**config.mk**
```make
export PLATFORM = sky130hd
export DESIGN_NAME = bomb_timer_ctrl_flat
export DESIGN_NICKNAME = d
export VERILOG_FILES = /design/src/rtl/bomb_timer_if.sv /design/src/rtl/bomb_timer_ctrl.sv /design/src/flat_wrapper.sv
export SDC_FILE = /design/constraint.sdc
export NUM_CORES = 1
export LEC_CHECK = 0
export CAP_MARGIN = 20
export CORE_MARGIN = 2
export CORE_UTILIZATION = 64
export CTS_BUF_LIST = sky130_fd_sc_hd__clkbuf_4
export DETAILED_ROUTE_END_ITERATION = 7
export HOLD_SLACK_MARGIN = 0.12
export PLACE_DENSITY = 0.9
export SLEW_MARGIN = 10
export SYNTH_ARGS = -nofsm -noshare
export SYNTH_HDL_FRONTEND = slang
export SYNTH_SLANG_ARGS = --single-unit
export TNS_END_PERCENT = 50
```
**constraint.sdc**
```tcl
create_clock -name clk -period 8.17 [get_ports clk]
set_input_delay 2.451 -clock clk [delete_from_list [all_inputs] [get_ports clk]]
set_output_delay 2.451 -clock clk [all_outputs]
set_load 0.01 [all_outputs]
```
**src/rtl/bomb_timer_if.sv**
```systemverilog
// Control/status bundle between the game controller (master) and the countdown timer (slave).
interface bomb_timer_if #(
   parameter int TIME_W = 8
);
   logic              start;
   logic              stop;
   logic              pause;
   logic              penalty;
   logic [TIME_W-1:0] cur_time;
   logic [1:0]        s_time;
   logic              tick;
   logic              warn;

   modport master (
      output start, stop, pause, penalty,
      input  cur_time, s_time, tick, warn
   );

   modport slave (
      input  start, stop, pause, penalty,
      output cur_time, s_time, tick, warn
   );
endinterface

```
**src/rtl/bomb_timer_ctrl.sv**
```systemverilog
// Game countdown: loads START_SECS on start, decrements once per TICK_DIV cycles, flags expiry/low time.
// Latency: all outputs registered, one cycle after the controlling input; optional penalty via TIMER_PENALTY_EN.
// Backpressure: none; pause is a level that freezes prescaler and count.
module bomb_timer_ctrl #(
   parameter int TICK_DIV     = 50_000_000,
   parameter int TIME_W       = 8,
   parameter int START_SECS   = 60,
   parameter int WARN_SECS    = 10,
   parameter int PENALTY_SECS = 5
) (
   input  logic        clk,
   input  logic        rst,
   bomb_timer_if.slave bus
);

   localparam int PRE_W = (TICK_DIV > 2) ? $clog2(TICK_DIV) : 1;
   localparam logic [PRE_W-1:0]  PRE_LAST  = PRE_W'(TICK_DIV - 1);
   localparam logic [TIME_W-1:0] START_VAL = TIME_W'(START_SECS);
   localparam logic [TIME_W-1:0] WARN_VAL  = TIME_W'(WARN_SECS);

   typedef enum logic [1:0] {
      ST_IDLE    = 2'b00,
      ST_RUN     = 2'b01,
      ST_EXPIRED = 2'b10,
      ST_PAUSE   = 2'b11
   } state_t;

   generate
      if (TICK_DIV < 2) begin : g_bad_div
         $error("bomb_timer_ctrl: TICK_DIV must be >= 2");
      end
      if (START_SECS < 1 || START_SECS >= (1 << TIME_W)) begin : g_bad_start
         $error("bomb_timer_ctrl: START_SECS must fit in TIME_W bits");
      end
      if (PENALTY_SECS < 0 || PENALTY_SECS >= (1 << TIME_W)) begin : g_bad_pen
         $error("bomb_timer_ctrl: PENALTY_SECS out of range");
      end
   endgenerate

   state_t            state_q, state_d;
   logic [TIME_W-1:0] time_q, time_d;
   logic [PRE_W-1:0]  pre_q, pre_d;
   logic              tick_q, tick_d;
   logic              warn_q, warn_d;
   logic [TIME_W:0]   sub_amt;
   logic              pre_wrap;

   // One bit wider than cur_time so PENALTY_SECS+1 cannot overflow the subtrahend.
   function automatic logic [TIME_W-1:0] sat_sub(input logic [TIME_W-1:0] a,
                                                 input logic [TIME_W:0]   b);
      if ({1'b0, a} <= b) return '0;
      return a - b[TIME_W-1:0];
   endfunction

`ifdef TIMER_PENALTY_EN
   localparam logic [TIME_W:0] PEN_AMT = (TIME_W+1)'(PENALTY_SECS);
   logic pen_hit;
   assign pen_hit = bus.penalty;
`else
   logic unused_penalty;
   assign unused_penalty = bus.penalty;
`endif

   assign pre_wrap = (pre_q == PRE_LAST);

   always_comb begin
      state_d = state_q;
      time_d  = time_q;
      pre_d   = pre_q;
      tick_d  = 1'b0;
      sub_amt = '0;

      if (bus.stop) begin
         state_d = ST_IDLE;
      end else if (bus.start) begin
         state_d = ST_RUN;
         time_d  = START_VAL;
         pre_d   = '0;
      end else begin
         case (state_q)
            ST_RUN: begin
               if (bus.pause) begin
                  state_d = ST_PAUSE;
               end else if (pre_wrap) begin
                  pre_d   = '0;
                  tick_d  = 1'b1;
                  sub_amt = (TIME_W+1)'(1);
               end else begin
                  pre_d = pre_q + PRE_W'(1);
               end
            end
            ST_PAUSE: begin
               if (!bus.pause) state_d = ST_RUN;
            end
            default: ;
         endcase

`ifdef TIMER_PENALTY_EN
         if (pen_hit && (state_q == ST_RUN || state_q == ST_PAUSE))
            sub_amt = sub_amt + PEN_AMT;
`endif

         // Penalty and tick share one saturating update so expiry lands with the final value.
         if (sub_amt != '0) begin
            time_d = sat_sub(time_q, sub_amt);
            if (time_d == '0) state_d = ST_EXPIRED;
         end
      end

      warn_d = (state_d == ST_RUN || state_d == ST_PAUSE) &&
               (time_d != '0) && (time_d <= WARN_VAL);
   end

   always_ff @(posedge clk) begin
      if (!rst) begin
         state_q <= ST_IDLE;
         time_q  <= START_VAL;
         pre_q   <= '0;
         tick_q  <= 1'b0;
         warn_q  <= 1'b0;
      end else begin
         state_q <= state_d;
         time_q  <= time_d;
         pre_q   <= pre_d;
         tick_q  <= tick_d;
         warn_q  <= warn_d;
      end
   end

   assign bus.cur_time = time_q;
   assign bus.s_time   = state_q;
   assign bus.tick     = tick_q;
   assign bus.warn     = warn_q;

endmodule

```
**src/flat_wrapper.sv**
```systemverilog
// flat-port wrapper written by rule: the top's interface ports become plain ports
module bomb_timer_ctrl_flat 
#(
   parameter int TICK_DIV     = 50_000_000,
   parameter int TIME_W       = 8,
   parameter int START_SECS   = 60,
   parameter int WARN_SECS    = 10,
   parameter int PENALTY_SECS = 5
)
  (clk, rst, bus_start, bus_stop, bus_pause, bus_penalty, bus_cur_time, bus_s_time, bus_tick, bus_warn);
  bomb_timer_if #(.TIME_W(TIME_W)) bus_i ();
  input  logic clk;
  input  logic rst;
  input wire logic [$bits(bus_i.start)-1:0] bus_start;
  input wire logic [$bits(bus_i.stop)-1:0] bus_stop;
  input wire logic [$bits(bus_i.pause)-1:0] bus_pause;
  input wire logic [$bits(bus_i.penalty)-1:0] bus_penalty;
  output wire logic [$bits(bus_i.cur_time)-1:0] bus_cur_time;
  output wire logic [$bits(bus_i.s_time)-1:0] bus_s_time;
  output wire logic [$bits(bus_i.tick)-1:0] bus_tick;
  output wire logic [$bits(bus_i.warn)-1:0] bus_warn;
  assign bus_i.start = bus_start;
  assign bus_i.stop = bus_stop;
  assign bus_i.pause = bus_pause;
  assign bus_i.penalty = bus_penalty;
  assign bus_cur_time = bus_i.cur_time;
  assign bus_s_time = bus_i.s_time;
  assign bus_tick = bus_i.tick;
  assign bus_warn = bus_i.warn;
  bomb_timer_ctrl #(.TICK_DIV(TICK_DIV), .TIME_W(TIME_W), .START_SECS(START_SECS), .WARN_SECS(WARN_SECS), .PENALTY_SECS(PENALTY_SECS)) u_core (.clk(clk), .rst(rst), .bus(bus_i));
endmodule
```
**Yosys cells after proc, flatten, opt, wreduce, memory -nomap -nowiden**

Cells that the tools add are included.

- Flip-flop bits (word level): 38
- Input port bits: 6
- Output and inout bits: 12
- Logic and storage cells: 56

- Add/subtract/negate cells: 2
- $lt $le $gt $ge: 2
- Equal/unequal tests: 6
- Multiplexer cells: 29
- Bitwise gates (word level): 3
- Reductions and logical operators: 9

Operators with widths:

| operator | count |
|---|---|
| 2-to-1 mux 26 bit | 4 |
| 2-to-1 mux 8 bit | 8 |
| 2-to-1 mux 9 bit | 4 |
| adder 26 x 1 -> 26 bit, second input constant | 1 |
| equality test 26 bit, second input constant | 1 |
| 2-to-1 mux 2 bit | 6 |
| <= comparator 8 x 9 -> 1 bit | 1 |
| nonzero test 9 bit | 1 |
| <= comparator 8 x 4 -> 1 bit, second input constant | 1 |
| zero test 8 bit | 1 |
| nonzero test 8 bit | 1 |
| subtractor 8 bit | 1 |
| 2-to-1 mux 1 bit | 6 |
| OR reduction 5 bit | 1 |
| equality test 2 x 1 -> 1 bit, second input constant | 2 |
| equality test 2 bit, second input constant | 2 |
| one-hot mux 2 bit (2 select lines) | 1 |
| inverter 1 bit | 3 |
| AND reduction 3 bit | 1 |
| logical AND 1 bit | 2 |
| inequality test 2 bit, second input constant | 1 |
| nonzero test 2 bit | 1 |
| logical OR 1 bit | 1 |

**Longest topological paths before layout**

- Depth in word-level cells: 24
- Mapped depth: 14
- Mapped depth without buffers: 14

**Worst setup path before layout**

OpenSTA, ideal clock, no wires.

- Kind: in2reg
- Start: in bus_pause
- End: reg u_core.warn_q, in the netlist u_core.bus.warn
- Setup time: 0.103 ns
- Arrival time: 4.772 ns
- Required time: 8.067 ns
- Setup slack: 3.294 ns
- Stages on the path: 10
- Path buffers: 0
- Cells stage by stage: nor3b_1 > nand3_2 > inv_1 > ha_1 > or3b_2 > nor2_1 > a41oi_1 > a2bb2oi_2 > a211o_1 > a2111oi_2

- Cells in the longest elaborated chain, start to end: 22
- Elaborated cells on any way between the ends: 33
- Classes of those cells: add/sub: 1; order compare: 2; eq/ne: 2; mux: 22; reduce/logical: 6

RTL lines:

| what | line | source |
|---|---|---|
| from (decl) | flat_wrapper.sv:16 | `input wire logic [$bits(bus_i.pause)-1:0] bus_pause;` |
| 2-to-1 mux 9 bit | bomb_timer_ctrl.sv:82 | `if (bus.pause) begin` |
| 2-to-1 mux 9 bit | bomb_timer_ctrl.sv:80 | `case (state_q)` |
| 2-to-1 mux 9 bit | bomb_timer_ctrl.sv:75 | `end else if (bus.start) begin` |
| 2-to-1 mux 9 bit | bomb_timer_ctrl.sv:73 | `if (bus.stop) begin` |
| <= comparator 8 x 9 -> 1 bit | bomb_timer_ctrl.sv:51 | `if ({1'b0, a} <= b) return '0;` |
| 2-to-1 mux 1 bit | bomb_timer_ctrl.sv:51 |  |
| 2-to-1 mux 1 bit | bomb_timer_ctrl.sv:104 | `if (sub_amt != '0) begin` |
| 2-to-1 mux 1 bit | bomb_timer_ctrl.sv:75 |  |
| [6 not listed] | -- |  |
| 2-to-1 mux 2 bit | bomb_timer_ctrl.sv:106 | `if (time_d == '0) state_d = ST_EXPIRED;` |
| 2-to-1 mux 2 bit | bomb_timer_ctrl.sv:104 |  |
| 2-to-1 mux 2 bit | bomb_timer_ctrl.sv:75 |  |
| 2-to-1 mux 2 bit | bomb_timer_ctrl.sv:73 |  |
| equality test 2 x 1 -> 1 bit or equality test 2 bit (tied branches) | bomb_timer_ctrl.sv:110 | `warn_d = (state_d == ST_RUN \|\| state_d == ST_PAUSE) &&` |
| logical OR 1 bit | bomb_timer_ctrl.sv:110 |  |
| logical AND 1 bit | bomb_timer_ctrl.sv:110 |  |
| logical AND 1 bit * | bomb_timer_ctrl.sv:111 | `(time_d != '0) && (time_d <= WARN_VAL);` |
| to (signal assigned) | bomb_timer_ctrl.sv:126 | `warn_q <= warn_d;` |
| to (decl) | bomb_timer_ctrl.sv:44 | `logic warn_q, warn_d;` |

Mark *: on every way between the ends. The rest lies on a longest branch, timed or not. The select of a mux whose other input is x is not followed.
A chain may end at the register's enable or synchronous reset.

**Worst setup path in the final report**

Ends and elaborated chain as after synthesis.

==> impl_metrics.json <==
{
  "io_buffers": 16,
  "clkSinkCount": 38,
  "syn-cell-area_um2": 2020,
  "finalMaxSlewViolations": 0,
  "post_drt_via_cell_ratio": 6.08,
  "seq_area_frac_synth_pct": 37.7,
  "synth.top_cell.area_share_pct": 37.7,
  "grt_use_total_pct": 28.1,
  "start_util_pct": 66.6,
  "grt_start_max_net_pins": 21,
  "cts_hold_buf": 0,
  "async_reset_ff_share_pct": 0,
  "place_congestion": 0.931,
  "clk-insertion-delay-late_ns": 0.35,
  "synth_ff_type": "dfxtp_1",
  "cts_max_level": 2,
  "hold_violations": 0,
  "cp_cell_sequence": "clkdlybuf4s50_1, nor3b_1, nand3_2, inv_1, ha_1, or3b_2, nor2_1, a41oi_1, a2bb2oi_2, a211o_1, a2111oi_2",
  "fin_area_um2": 2260,
  "tightest_slew_ns": 0.612,
  "max_slew_margin_pct": 58.8,
  "crit_family": "simple AND/OR/NAND/NOR gates",
  "grt_remaining_overflow": 0,
  "drt_pre_antenna_iters": 5,
  "antennaDiodeCount": 0,
  "cap_violations": 0,
  "die_y_um": 60.1,
  "layout_min_cycle_time_ns": 5.39,
  "ys_ff_latch": 38,
  "antenna_found_initial": 0,
  "yosys-top-cells-count": "nor2_1 (39), dfxtp_1 (38), nand2_1 (23), a21oi_1 (13), xor2_1 (13)",
  "clockRootBuffer": "clkbuf_4",
  "setup_violations": 0,
  "io_pins": 18,
  "antenna_left": 0,
  "synthTopCellsByArea": "dfxtp_1 (38%), nor2_1 (7.3%), xor2_1 (5.6%)",
  "critPathRequiredTime_ns": 8.43,
  "ctsResizeCount": 0,
  "startpoint_type": "input pin",
  "p_leak_nw": 0.777,
  "synth_fp_nets": 258,
  "worstSetupPathType": "input pin to register",
  "crit_buf_inv": 2,
  "routed_wl_mm": 4.58,
  "path_clk_slew_ns": 0.11,
  "wl_per_cell_um": 14.8,
  "dp_hpwl_mm": 3.37,
  "p_total_mw": 0.301,
  "fin_nets": 274,
  "period_share_pct": 66.0,
  "cp_max_fo": 8,
  "fin_hold_ws_ns": 0.518,
  "placed_cell_area_um2": 2210,
  "grt_pass1_wl_mm": 7.54,
  "core_um2": 3030,
  "grt_pass1_vias": 1653,
  "layout-drive-gt1-share_pct": 6.02,
  "vias": 1886,
  "ys_types": 46,
  "synth.most_common_cell": "nor2_1",
  "synth_edf_count": 0,
  "synthToLayoutAreaGrowth_pct": 12.2,
  "cpPeakStageDelay_ns": 0.55,
  "setup_slack_ns": 2.78,
  "cpMaxStageDelayCell": "nor3b_1",
  "syn_inst": 249,
  "arrival_ns": 5.65,
  "drtIter0Drc": 204,
  "postCtsSetupBuffers": 0,
  "synth_top_cell_by_area": "dfxtp_1",
  "cts_tree": "built",
  "cts_made_buffers": 5,
  "placementRows": 20,
  "max_freq_mhz": 186,
  "p_per_area_nw_per_um2": 133,
  "chipWidth_um": 60.1,
  "place_ws_ns": 2.49,
  "clock_path_buffers": 2,
  "outcome": "completed",
  "die-area_um2": 3620,
  "setup_tns_ns": 0,
  "hold_path_class": "register to register",
  "cp-end-kind": "register",
  "fin_skew_ns": 0.00734,
  "rsz0062_at_grt": "false",
  "peakVddDrop_uv": 112,
  "avgSynthCellArea_um2": 8.10,
  "yosys_warnings": 0,
  "drc_errors": 0
}
==> cell families after synthesis <==
logic type	share of synthesized area, %
compound gates	16.4
fa+ha+maj	1.86
buf+inv	3.04
xor+xnor	7.82
flops	37.7
simple gates	33.2
==> worst reg2reg max path: stages, from the launching register on <==
cell and delay, ns:
dfxtp_1 0.44, or4b_4 0.51, nor4_4 0.24, nand3_2 0.23, inv_1 0.12, ha_1 0.18
or3b_2 0.51, nor2_1 0.17, a41oi_1 0.16, a2bb2oi_2 0.20, a211o_1 0.30, a2111oi_2 0.29
==> final timing paths <==
check,start,to,slack (ns),cells past startpoint
hold / removal,u_core.pre_q[25],u_core.pre_q[25],0.52,2
hold reg to reg,u_core.pre_q[25],u_core.pre_q[25],0.52,2
setup reg to reg,u_core.pre_q[17],u_core.bus.warn,4.74,11
setup / recovery,bus_pause,u_core.bus.warn,2.78,11
==> report_power, final <==
part	switching, mW	leakage, nW	internal, mW	total [mW]
Sequential	0.000977	0.306	0.186	0.187
Clock	0.0611	0.0331	0.0356	0.0968
Combinational	0.0112	0.437	0.00574	0.0170
==> cell usage in the layout, fill, tap and decap left out, types with 3 or more instances in the layout <==
cell type and instances:
a211oi_1 3, or3_1 3, a21oi_1 13, xnor2_1 5, and3_1 4, dfxtp_1 38
nor3b_1 3, nand2_1 23, xor2_1 13, a31oi_1 4, nor3_1 12, o31ai_1 5
inv_1 7, and2_1 6, o21ai_0 6, clkbuf_4 6, clkdlybuf4s50_1 16, ha_1 3
nor2_1 39, nand4_1 10, nand3_1 7, nand2b_1 4, nor4_1 5
==> metal layers <==
layer | track usage (%) | vias up | part of all wire, %
met3 | 6.93 | 9 | 7.7
met4 | 12.1 | 0 | 1.2
met5 | 0 | - | 0
met2 | 41.8 | 84 | 46
li1 | - | 929 | -
met1 | 38.4 | 864 | 45
==> through the flow <==
| stage | cells | utilization [%] |
|---|---|---|
| after floorplan | 249 | - |
| after global placement | 302 | 72.9 |
| after CTS | 310 | 74.7 |
| after detailed placement | 302 | 72.9 |
| after global routing | 310 | 74.7 |
| final | 310 | 74.7 |
==> cell type report <==
cell class              count  area (µm²)
multi-input cells         195        1190
fillers                   228         766
flip-flops and latches     38         761
repair buffers             17         168
well taps                  44        55.1
clock buffers               6        45.0
inverters                   8        30.0
clock inverters             2        8.76
==> registers in the layout (all words and copies together) (netlist names) <==
signal / count
u_core.pre_q: 26
u_core.bus.cur_time: 8
u_core.bus.s_time: 2
u_core.bus.tick: 1
u_core.bus.warn: 1
(Power assumes the default switching activity.)
==> RTL change 1 (same settings) <==
`TIME_W` is set to 8 in 3 places; all go to 6.
--- a/src/rtl/bomb_timer_if.sv
+++ b/src/rtl/bomb_timer_if.sv
@@ -1,6 +1,6 @@
 // Control/status bundle between the game controller (master) and the countdown timer (slave).
 interface bomb_timer_if #(
-   parameter int TIME_W = 8
+   parameter int TIME_W = 6
 );
    logic              start;
    logic              stop;
--- a/src/rtl/bomb_timer_ctrl.sv
+++ b/src/rtl/bomb_timer_ctrl.sv
@@ -3,7 +3,7 @@
 // Backpressure: none; pause is a level that freezes prescaler and count.
 module bomb_timer_ctrl #(
    parameter int TICK_DIV     = 50_000_000,
-   parameter int TIME_W       = 8,
+   parameter int TIME_W       = 6,
    parameter int START_SECS   = 60,
    parameter int WARN_SECS    = 10,
    parameter int PENALTY_SECS = 5
--- a/src/flat_wrapper.sv
+++ b/src/flat_wrapper.sv
@@ -2,7 +2,7 @@
 module bomb_timer_ctrl_flat 
 #(
    parameter int TICK_DIV     = 50_000_000,
-   parameter int TIME_W       = 8,
+   parameter int TIME_W       = 6,
    parameter int START_SECS   = 60,
    parameter int WARN_SECS    = 10,
    parameter int PENALTY_SECS = 5
Ports: changed (resized bus_cur_time); port bits go from 18 to 16. The function was not compared with the original's and may differ.
==> RTL change 1 against the unedited design <==
- synthesized cell count decreased by 6.4%
- area after synthesis decreased by 0.19%
- hold slack worse by 0.030 ns
- final area is 2.3% lower
- via count is 5.8% lower
- setup slack gained 0.074 ns
- power fell by 6.6%
- sequential power is 6% lower
- register-to-register slack about the same
- core utilization is 1.7 points lower
- combinational power fell by 18%
- routed wire length fell by 4.3%
- sequential cell count decreased by 2
- clock skew about the same
- critical endpoint unchanged
- largest power group unchanged
- highest routed layer unchanged
==> RTL change 1: results (changes against the unedited design) <==
GRT
  – Pin count of the biggest net entering global routing: 20 (was 21)
  – Tot GR Track Use: 27.1% (was 28.1%)
  – Met2 Usage GRT: 43.5% (was 41.8%)
  – First-pass GRT wire length: 7.22 mm (was 7.54 mm)

Synth
  – Top post-synthesis cells by area: dfxtp_1, xor2_1, nor2_1 (was dfxtp_1, nor2_1, xor2_1)
  – Synthesized net count: 242 (was 258)
  – Synth top cells by count: dfxtp_1, nor2_1, nand2_1 (was nor2_1, dfxtp_1, nand2_1)
  – Syn Area/Cell: 8.64 µm² (was 8.10 µm²)
  – Synth unique cells: 53 (was 46)

Placed design
  – Routability cong.: 0.922 (was 0.931)
  – Detailed placement HPWL: 3.21 mm (was 3.37 mm)
  – Placed inst area: 2160 µm² (was 2210 µm²)
  – Dpl cells: 283 (was 302)

Power and ir drop
  – Pleak: 0.769 nW (was 0.777 nW)
  – Max IR drop VDD: 115 µV (was 112 µV)

Drt
  – TritonRoute pass-1 iters: 4 (was 5)
  – Routed len/inst: 15.1 µm (was 14.8 µm)
  – DRT met1 WL: 2.03 mm (was 2.05 mm)
  – Met3 wire length: 247 µm (was 355 µm)
  – Routed met2 length: 2.03 mm (was 2.12 mm)
  – Initial DRC Count: 110 (was 204)

Worst setup path
  – CP Data Arrival Time: 5.57 ns (was 5.65 ns)
  – Crit path max-delay family: compound AO/OA/AOI/OAI gates (was simple AND/OR/NAND/NOR gates)
  – Worst path slowest cell: or3b_2 (was nor3b_1)
  – Critical Path Fanout Max: 4 (was 8)

Finish
  – Final non-filler cell total: 291 (was 310)
  – Final nets: 255 (was 274)
  – Fraction of layout cells with a size suffix above 1: 8.91% (was 6.02%)

STA
  – Max Clock Skew: 0.00704 ns (was 0.00734 ns)

Run status
  – Status: finished clean (unchanged)
## RTL change 1: cell types whose count changed after synthesis, sizes merged, moves of 4 or more
cell | unedited run | this run
and3 | 4 | 8
nand2 | 23 | 16
o21a | 0 | 4
clkbuf | 7 | 3
buf | 1 | 5
nand3 | 8 | 14
a21oi | 13 | 7
nor2 | 39 | 32
o31ai | 5 | 0
## RTL change 1: cell type report
class                      instances  share of cell area [%]
clock buffer                       5                    1.70
inverter                           8                    1.36
clock inverter                     3                   0.623
sequential                        36                    32.6
timing repair buffer              14                    6.34
tap                               44                    2.49
multi-input combinational        181                    54.9
## RTL change 1: path summary, 6_finish.rpt
check | to | slack, ns | cells past startpoint
max reg2reg | u_core.bus.warn$_SDFF_PN0_ | 4.75 | 11
max | u_core.bus.warn$_SDFF_PN0_ | 2.85 | 10
min | u_core.pre_q[20]$_SDFFE_PN0P_ | 0.49 | 2
min reg2reg | u_core.pre_q[20]$_SDFFE_PN0P_ | 0.49 | 2
## RTL change 1: cells by family after synthesis
family | Yosys count | share of synthesized area [%]
compound gates | 34 | 12.4
flops | 36 | 35.8
mux | 2 | 1.12
fa+ha+maj | 3 | 1.86
xor+xnor | 20 | 8.70
buf+inv | 16 | 3.92
simple gates | 122 | 36.2
## RTL change 1: where the power goes
group | total, mW | switching (mW) | leakage [nW] | internal, mW
registers | 0.176 | 0.000561 | 0.290 | 0.176
clock network | 0.0904 | 0.0589 | 0.0324 | 0.0315
logic | 0.0140 | 0.00952 | 0.446 | 0.00452
## RTL change 1: stage by stage
stage	worst slack, ns	total power [mW]	hold WS (ns)
detailed placement	2.54	0.194	0.479
global route	2.65	0.291	0.547
floorplan	3.35	0.189	0.450
finish	2.85	0.281	0.487
CTS	2.90	0.283	0.493
global placement	2.58	0.194	0.469
==> RTL change 2 (config.mk and constraints unchanged) <==
Without the edit above. Reset style: asynchronous (`rst`), changed in one clocked block.
--- a/src/rtl/bomb_timer_ctrl.sv
+++ b/src/rtl/bomb_timer_ctrl.sv
@@ -111,7 +111,7 @@
                (time_d != '0) && (time_d <= WARN_VAL);
    end
 
-   always_ff @(posedge clk) begin
+   always_ff @(posedge clk or negedge rst) begin
       if (!rst) begin
          state_q <= ST_IDLE;
          time_q  <= START_VAL;
Behaviour: differs if rst is asserted again (counterexample within 4 cycles, from zero or initial values and one cycle with rst low); with rst held inactive, the same outputs for 10 cycles.
==> RTL change 2 against the unedited design <==
- clock power grew 1%
- final area grew 2.4%
- non-clock buffer count is the same
- die area grew 2.9%
- cell count shrank 8.1%
- synthesized cell count shrank 10%
- power grew 4.3%
- routed wire length shrank 6.1%
- global-route usage shrank 1.1 points
- area after synthesis grew 3.1%
- sequential cell count is the same
- combinational power grew 40%
- setup slack lost 1.0 ns
==> RTL change 2: results (changes against the unedited design) <==
GRT
  – Tot GR Track Use: 27.0% (was 28.1%)
  – First-pass GRT wire length: 7.33 mm (was 7.54 mm)
  – Initial antenna violation count: 0 (unchanged)
  – Vias in the first global route: 1636 (was 1653)
  – Pin count of the biggest net entering global routing: 39 (was 21)

Worst setup path
  – Setup CP Type: input port to register (unchanged)
  – R2R Path End: u_core.bus.warn$_DFF_PN0_ (was u_core.bus.warn$_SDFF_PN0_)
  – Critical Path Fanout Max: 9 (was 8)
  – Reg2Reg Launch Point: u_core.pre_q[0]$_DFFE_PN0P_ (was u_core.pre_q[17]$_SDFFE_PN0P_)
  – CP Data Arrival Time: 6.69 ns (was 5.65 ns)
  – Reg-to-reg setup timing slack: 3.76 ns (was 4.74 ns)
  – Reg2reg path depth: 14 (was 11)

STA
  – Max Clock Skew: 0.0116 ns (was 0.00734 ns)
  – Relative slew slack: 45.1% (was 58.8%)
  – Fmax: 156 MHz (was 186 MHz)

Finish
  – Fillers: 216 (was 228)
  – Fraction of layout cells with a size suffix above 1: 8.71% (was 6.02%)
  – Final nets: 249 (was 274)

Placed design
  – Detailed placement HPWL: 3.06 mm (was 3.37 mm)
  – Routability cong.: 0.867 (was 0.931)
  – Setup WS pre-CTS: 1.49 ns (was 2.49 ns)

Clock tree
  – Max Root-Sink Buffers: 2 (unchanged)
  – CTS Buf Count: 5 (unchanged)
  – Clock slew at reported path FFs: 0.12 ns

Power and ir drop
  – Max IR drop VDD: 141 µV (was 112 µV)
  – Pleak: 0.960 nW (was 0.777 nW)

Synth
  – Synthesized net count: 232 (was 258)
  – Most frequently used flop master after synthesis: dfrtp_1 (was dfxtp_1)
  – Synth top cells by count: nor2_1, dfrtp_1, xor2_1 (was nor2_1, dfxtp_1, nand2_1)
  – Top post-synthesis cells by area: dfrtp_1, xor2_1, nor2_1 (was dfxtp_1, nor2_1, xor2_1)
  – Synth unique cells: 48 (was 46)
  – FFs w/ async S/R, synth: 100% (was 0%)
  – Sequential area share after synthesis: 46.0% (was 37.7%)

Drt
  – Initial DRC Count: 59 (was 204)
  – Avg Vias per Cell: 6.02 (was 6.08)
  – TritonRoute pass-1 iters: 4 (was 5)
  – Routed len/inst: 15.1 µm (was 14.8 µm)

Run status
  – Status: finished clean (unchanged)

Worst hold path
  – Min-delay src: u_core.pre_q[22]$_DFFE_PN0P_ (was u_core.pre_q[25]$_SDFFE_PN0P_)
RTL change 2: worst min path at each step:
stage	to	slack, ns	cells past startpoint
after global routing	u_core.bus.s_time[1]$_DFF_PN0_	0.55	1
final	u_core.pre_q[22]$_DFFE_PN0P_	0.52	1
after floorplan	u_core.pre_q[22]$_DFFE_PN0P_	0.47	1
after detailed placement	u_core.pre_q[22]$_DFFE_PN0P_	0.50	1
after CTS	u_core.pre_q[22]$_DFFE_PN0P_	0.52	1
after global placement	u_core.bus.s_time[1]$_DFF_PN0_	0.49	1
RTL change 2: logic make-up after synthesis:
logic type	after synthesis	synth area share, %
simple gates	106	27.0
flops	38	46.0
compound gates	36	11.9
xor+xnor	23	9.69
buf+inv	17	3.67
fa+ha+maj	3	1.81
RTL change 2: cell type report:
type,count,share of cell area (%)
Multi-Input combinational cell,168,45.2
Sequential cell,38,41.3
Timing Repair Buffer,17,7.02
Tap cell,44,2.38
Clock buffer,6,1.94
Inverter,10,1.84
Clock inverter,2,0.378
RTL change 2: worst max-delay path, cell delays in order:
cell and delay, ns:
clkdlybuf4s50_1 0.44, nor3b_2 0.23, or4b_1 0.49, or2_1 0.33, clkinv_4 0.12, ha_1 0.19
ha_1 0.23, or3b_2 0.49, nor3_1 0.25, xor2_1 0.25, o21ai_0 0.16, a21boi_0 0.25
or4b_1 0.51, a2111oi_2 0.28
RTL change 2: through the flow:
step	utilization (%)	hold slack, ns	total power [mW]	std cells	instance area [µm²]
2_1_floorplan	-	0.468	0.208	223	2080
3_3_place_gp	73.5	0.491	0.218	277	2260
3_5_place_dp	73.5	0.501	0.219	277	2260
4_1_cts	75.3	0.520	0.316	285	2320
5_1_grt	75.3	0.554	0.326	285	2320
6_report	75.3	0.521	0.314	285	2320
RTL change 2: metal layers:
| layer | part of all wire, % | up-vias | wire length (µm) | track usage, % |
|---|---|---|---|---|
| li1 | - | 826 | - | - |
| met1 | 46 | 827 | 1970 | 36.6 |
| met2 | 47 | 54 | 2030 | 40.9 |
| met3 | 5.0 | 10 | 216 | 7.68 |
| met4 | 2.1 | 0 | 90 | 11.2 |
| met5 | 0 | - | 0 | 0 |
RTL change 2: power by group:
group / switching, mW / internal, mW
Clock: 0.0625 / 0.0357
Sequential: 0.00176 / 0.190
Combinational: 0.0149 / 0.00886
